## src/rtl/serial_tx_fifo_pkg.sv

```systemverilog
// Shared I2S types for the serial transmit FIFO: frame sizes, serializer states
// and the frame-size-to-bit-count helper.
package serial_tx_fifo_pkg;

  typedef enum logic [1:0] {
    f16bits = 2'd0,
    f24bits = 2'd1,
    f32bits = 2'd2
  } frame_size_t;

  typedef enum logic {
    S_IDLE  = 1'b0,
    S_SHIFT = 1'b1
  } ser_state_t;

  // Unused encoding falls back to the widest frame
  function automatic int frame_bits(frame_size_t fs);
    case (fs)
      f16bits: return 16;
      f24bits: return 24;
      default: return 32;
    endcase
  endfunction

endpackage

```

## src/rtl/word_serializer.sv

```systemverilog
// Parallel-to-serial shifter for one FIFO word per frame, MSB first, with
// back-to-back word loads and zero-word substitution on underrun.
//
// state   | meaning
// S_IDLE  | not transmitting; dout held low, waiting for rd_en && bit_tick
// S_SHIFT | word in sreg; dout shows sreg[maxp_q], bcnt bits remain after it
module word_serializer
  import serial_tx_fifo_pkg::*;
#(
  parameter int WIDTH = 32
) (
  input  logic             pclk,
  input  logic             rst_,
  input  logic             rd_en,
  input  logic             bit_tick,
  input  logic             mute,
  input  logic             empty,
  input  frame_size_t      frame_size,
  input  logic [WIDTH-1:0] head,
  output logic             load_pop,
  output logic             load_urun,
  output logic             dout,
  output logic             word_start
);

  localparam int BCW = $clog2(WIDTH);

  ser_state_t       state;
  logic [BCW-1:0]   bcnt;
  logic [BCW-1:0]   maxp_q;
  logic [BCW-1:0]   maxp_new;
  logic [WIDTH-1:0] sreg;
  logic [WIDTH-1:0] sreg_sh;
  logic             load;
  int               nbits;

  always_comb begin
    nbits = frame_bits(frame_size);
    if (nbits > WIDTH) nbits = WIDTH;
    maxp_new = BCW'(nbits - 1);
  end

  // A load happens on the first tick from idle or on the tick after the last bit
  assign load      = rd_en && bit_tick && (state == S_IDLE || bcnt == '0);
  assign load_pop  = load && !empty;
  assign load_urun = load && empty;
  assign sreg_sh   = {sreg[WIDTH-2:0], 1'b0};

  always_ff @(posedge pclk or negedge rst_) begin
    if (!rst_) begin
      state      <= S_IDLE;
      bcnt       <= '0;
      maxp_q     <= '0;
      sreg       <= '0;
      dout       <= 1'b0;
      word_start <= 1'b0;
    end else begin
      word_start <= 1'b0;
      if (!rd_en) begin
        state <= S_IDLE;
        bcnt  <= '0;
        sreg  <= '0;
        dout  <= 1'b0;
      end else if (load) begin
        state      <= S_SHIFT;
        sreg       <= empty ? '0 : head;
        maxp_q     <= maxp_new;
        bcnt       <= maxp_new;
        word_start <= 1'b1;
        dout       <= !mute && !empty && head[maxp_new];
      end else if (state == S_SHIFT && bit_tick) begin
        sreg <= sreg_sh;
        bcnt <= bcnt - 1'b1;
        dout <= !mute && sreg_sh[maxp_q];
      end else if (state == S_SHIFT) begin
        dout <= !mute && sreg[maxp_q];
      end else begin
        dout <= 1'b0;
      end
    end
  end

endmodule

```

## src/rtl/serial_tx_fifo.sv

```systemverilog
// Transmit FIFO feeding a serial word serializer, with occupancy and sticky error flags.
// Define SERIAL_TX_FIFO_LEVEL_EN to expose the current fill level on port level.
module serial_tx_fifo
  import serial_tx_fifo_pkg::*;
#(
  parameter int WIDTH = 32,
  parameter int ADDR  = 3
) (
  input  logic             pclk,
  input  logic             rst_,
  input  logic             wr_en,
  input  logic [WIDTH-1:0] din,
  input  logic             rd_en,
  input  logic             bit_tick,
  input  frame_size_t      frame_size,
  input  logic             mute,
  input  logic [ADDR:0]    ae_thr,
  input  logic [ADDR:0]    af_thr,
  input  logic             clr_err,
  output logic             dout,
  output logic             word_start,
  output logic             full,
  output logic             empty,
  output logic             al_full,
  output logic             al_empty,
  output logic             underrun,
`ifdef SERIAL_TX_FIFO_LEVEL_EN
  output logic             overflow,
  output logic [ADDR:0]    level
`else
  output logic             overflow
`endif
);

  localparam int DEPTH = 2 ** ADDR;
  localparam logic [ADDR:0] DEPTH_V = {1'b1, {ADDR{1'b0}}};

  logic [WIDTH-1:0] mem [DEPTH];
  logic [ADDR:0]    wptr;
  logic [ADDR:0]    rptr;
  logic [ADDR:0]    lvl;
  logic             wr_acc;
  logic             pop;
  logic             urun;

  assign lvl      = wptr - rptr;
  assign full     = (lvl == DEPTH_V);
  assign empty    = (lvl == '0);
  assign al_full  = (lvl >= af_thr);
  assign al_empty = (lvl <= ae_thr);

  // Full is judged on the registered level, so a same-cycle pop never frees a slot
  assign wr_acc = wr_en && !full;

`ifdef SERIAL_TX_FIFO_LEVEL_EN
  assign level = lvl;
`else
`endif

  always_ff @(posedge pclk) begin
    if (wr_acc) mem[wptr[ADDR-1:0]] <= din;
  end

  always_ff @(posedge pclk or negedge rst_) begin
    if (!rst_) begin
      wptr <= '0;
      rptr <= '0;
    end else begin
      if (wr_acc) wptr <= wptr + 1'b1;
      if (pop)    rptr <= rptr + 1'b1;
    end
  end

  // A fresh error event outranks a coincident clear
  always_ff @(posedge pclk or negedge rst_) begin
    if (!rst_) begin
      underrun <= 1'b0;
      overflow <= 1'b0;
    end else begin
      if (urun)         underrun <= 1'b1;
      else if (clr_err) underrun <= 1'b0;
      if (wr_en && full) overflow <= 1'b1;
      else if (clr_err)  overflow <= 1'b0;
    end
  end

  word_serializer #(.WIDTH(WIDTH)) u_ser (
    .pclk       (pclk),
    .rst_       (rst_),
    .rd_en      (rd_en),
    .bit_tick   (bit_tick),
    .mute       (mute),
    .empty      (empty),
    .frame_size (frame_size),
    .head       (mem[rptr[ADDR-1:0]]),
    .load_pop   (pop),
    .load_urun  (urun),
    .dout       (dout),
    .word_start (word_start)
  );

endmodule
```

## config.mk

```make
export PLATFORM = sky130hd
export DESIGN_NAME = serial_tx_fifo
export DESIGN_NICKNAME = d
export VERILOG_FILES = /design/src/rtl/serial_tx_fifo_pkg.sv /design/src/rtl/word_serializer.sv /design/src/rtl/serial_tx_fifo.sv
export SDC_FILE = /design/constraint.sdc
export NUM_CORES = 1
export LEC_CHECK = 0
export ABC_AREA = 1
export BUFFER_PORTS_ARGS = -buffer_cell sky130_fd_sc_hd__buf_2
export CORE_MARGIN = 10
export CORE_UTILIZATION = 40
export DETAILED_ROUTE_END_ITERATION = 10
export GPL_TIMING_DRIVEN = 0
export PLACE_DENSITY_LB_ADDON = 0.3
export SYNTH_ARGS = -nofsm -noshare
export SYNTH_HDL_FRONTEND = slang
export SYNTH_SLANG_ARGS = --single-unit
```

## constraint.sdc

```tcl
create_clock -name pclk -period 4.8 [get_ports pclk]
set_input_delay 0.48 -clock pclk [delete_from_list [all_inputs] [get_ports pclk]]
set_output_delay 0.48 -clock pclk [all_outputs]
set_load 0.01 [all_outputs]
```

==> flow_summary.ini <==
[layout]
syn_to_final_growth_pct = 15.8
drive_above_1_share_pct = 13.4
layoutNonFillerInstCount = 1810
final_core_util_pct = 47.1
final_area_sq_um = 15400
register_area_sq_um = 9010
nFillCells = 2999
multi_input_area_sq_um = 3730
finalNetCount = 1408

[synthesis]
synth_area_leaders = edfxtp_1, nand2_1, dfrtp_1
synth-seq-cells = 309
synthesis.nets = 1310
synth_flop_cell = edfxtp_1
yosysMostFrequentCell = nand2_1
synth_edf_count = 256
synth_cell_types = 39
synth_area_leader_cell = edfxtp_1
synthArstFlopShare_pct = 17.2
synth_cells = 1245
syn_area_per_cell_sq_um = 10.7
ys_seq_area_share_pct = 67.8
yosys-top-cells-count = nand2_1, edfxtp_1, nand3_1, nor2_1, inv_1
synth_area_sq_um = 13300
yosysTopAreaCellShare_pct = 57.8
yosys_warnings = 0

[timing]
max_freq_ghz = 0.266
fin_crit_ns = 3.76
slew_headroom_pct = 18.5
fin_crit_sh_pct = 78.4
final-max-slew-violation-count = 0
hold_viol = 0
setup_viol = 0
worst_slew_pin_slew_ns = 1.22
rsz0062_at_grt = false
fin_skew_ns = 0.0229

[route]
first_pass_iters = 5
viasPerCell = 5.08
ant_nets = 0
drt_drc_violations_left = 0
routedWlPerCell_um = 19.2
drt-initial-drc-count = 767
wirelength_mm = 34.7
dr_total_vias = 9187

[floorplanning]
initial_core_util_pct = 40.7
die_width_um = 202
pin_count = 57
rows = 66
core_sq_um = 32700
die-area_sq_um = 41000
die_h_um = 202

[setup_path]
critPathArrivalTime_ns = 3.28
start_kind = register
path_max_fanout = 10
r2r_cells = 15
r2r_end = mem[6][28]$_DFFE_PP_
crit_type = register to output pin
rr_startpoint = rptr[2]$_DFFE_PN0P_
regToRegSetupSlack_ns = 1.07
endpoint_kind = output pin
worst_ep_required_time_ns = 4.32

[placement]
placedInstanceArea_sq_um = 14400
gp_congestion = 0.866
dp_hpwl_mm = 23.4
port_buffers = 56
placed_cells = 1752

[clocking]
cts.sinks = 309
cts_tree = built
root_buffer = clkbuf_16
clock_path_buffers = 3
cts_buffers = 31
path_clk_slew_ns = 0.06
clk_latency_ns = 0.56
cts_setup_buffers = 0
cts_max_level = 1
hold_buffers = 0
cts_resized = 0

[hold_path]
hold_end = overflow$_DFFE_PN0P_
hold_start = clr_err
whs_path_depth = 2
min_path_type = primary input to register

[power_and_ir_drop]
peakVddDrop_mv = 0.358
p_leak_nw = 6.24
powerDensity_nw_per_um2 = 611

[outcome]
status = complete, no violations

[global_route]
grt_usage_pct = 16.7
grt_remaining_overflow = 0
antenna_found_initial = 3
grt_max_degree = 54
grt_pass1_wl_mm = 53.7
grt_pass1_vias = 9006

[job]
maxCapViolCount = 0
placed cells by master (no fill, tap or decap), types with 3 or more instances in the layout:
cell type and instances:
a21oi_1 10, buf_12 5, buf_16 4, buf_2 89, buf_4 16, buf_6 4
bufinv_16 4, clkbuf_1 17, clkbuf_16 31, clkinv_1 9, clkinv_2 3, clkinvlp_4 4
dfrtp_1 53, edfxtp_1 256, ha_1 15, inv_1 56, inv_2 3, nand2_1 407
nand3_1 197, nor2_1 78, nor2_4 9, o21ai_0 50, o21ai_1 10, xor2_1 5
power by group:
part	internal [mW]	total (mW)	leakage [nW]	switching, mW
Clock	1.39	2.39	0.470	0.993
Sequential	3.37	3.51	3.02	0.141
Combinational	1.06	3.52	2.75	2.46
Total	5.82	9.42	6.24	3.60
layer usage:
| metal | vias up | GRT usage, % | part of all wire, % |
|---|---|---|---|
| met2 | 288 | 28.3 | 49 |
| met3 | 51 | 2.43 | 6.0 |
| met1 | 4416 | 22.2 | 44 |
| met5 | - | 0 | 0.075 |
| li1 | 4428 | - | - |
| met4 | 4 | 3.52 | 1.6 |
metrics by stage:
stage	total power, mW	setup WS, ns	hold slack, ns	TNS, ns
detailed placement	7.08	1.09	0.467	0
finish	9.42	1.04	0.127	0
global placement	6.92	-0.794	0.463	-174.40
CTS	9.46	1.00	0.107	0
global route	9.96	0.811	0.137	0
floorplan	5.71	1.18	0.184	0
cell families (layout without fill, tap and decap cells):
kind of cell	after synthesis	count (layout)	share of synthesized area [%]
flip-flops	309	309	67.8
AO/OA/AOI/OAI	82	82	3.39
multiplexers	1	1	0.0752
buffers and inverters	128	250	4.64
XOR/XNOR	7	7	0.461
other	0	1	0
AND/OR/NAND/NOR	702	702	22.1
adder cells (fa/ha/maj)	16	16	1.56
worst max path at each step:
stage	from	end	slack (ns)
floorplan	rptr[2]$_DFFE_PN0P_	mem[0][0]$_DFFE_PP_	1.18
global placement	rptr[2]$_DFFE_PN0P_	mem[5][16]$_DFFE_PP_	-0.79
detailed placement	rptr[2]$_DFFE_PN0P_	mem[6][17]$_DFFE_PP_	1.09
CTS	rptr[2]$_DFFE_PN0P_	al_empty	1.00
global route	rptr[2]$_DFFE_PN0P_	mem[6][24]$_DFFE_PP_	0.81
finish	rptr[2]$_DFFE_PN0P_	al_empty	1.04
worst max-delay path, stage by stage, from the launching register on:
cell	delay, ns
dfrtp_1	0.31
buf_2	0.21
clkinv_1	0.25
buf_2	0.31
ha_1	0.36
a21oi_1	0.20
nand2_1	0.07
nand2_1	0.09
nand2_1	0.11
ha_1	0.31
nand2_1	0.07
o21bai_1	0.16
nand2_1	0.05
o21ai_0	0.08
buf_2	0.15
flip-flops by register name, indices dropped and copies added (netlist names):
register / count
mem: 256
u_ser.bcnt: 5
rptr: 4
underrun: 1
u_ser.maxp_q: 3
u_ser.dout: 1
u_ser.sreg: 32
overflow: 1
u_ser.state: 1
wptr: 4
u_ser.word_start: 1
area by class of cell:
class	instances	share of cell area [%]
Antenna cell	1	0.0162
Buffer	65	2.44
Clock buffer	38	5.21
Clock inverter	19	1.28
Inverter	63	1.57
Multi-Input combinational cell	808	24.2
Sequential cell	309	58.5
Tap cell	442	3.59
Timing Repair Buffer	65	3.18
No activity file was read; power rests on OpenSTA's default activity.
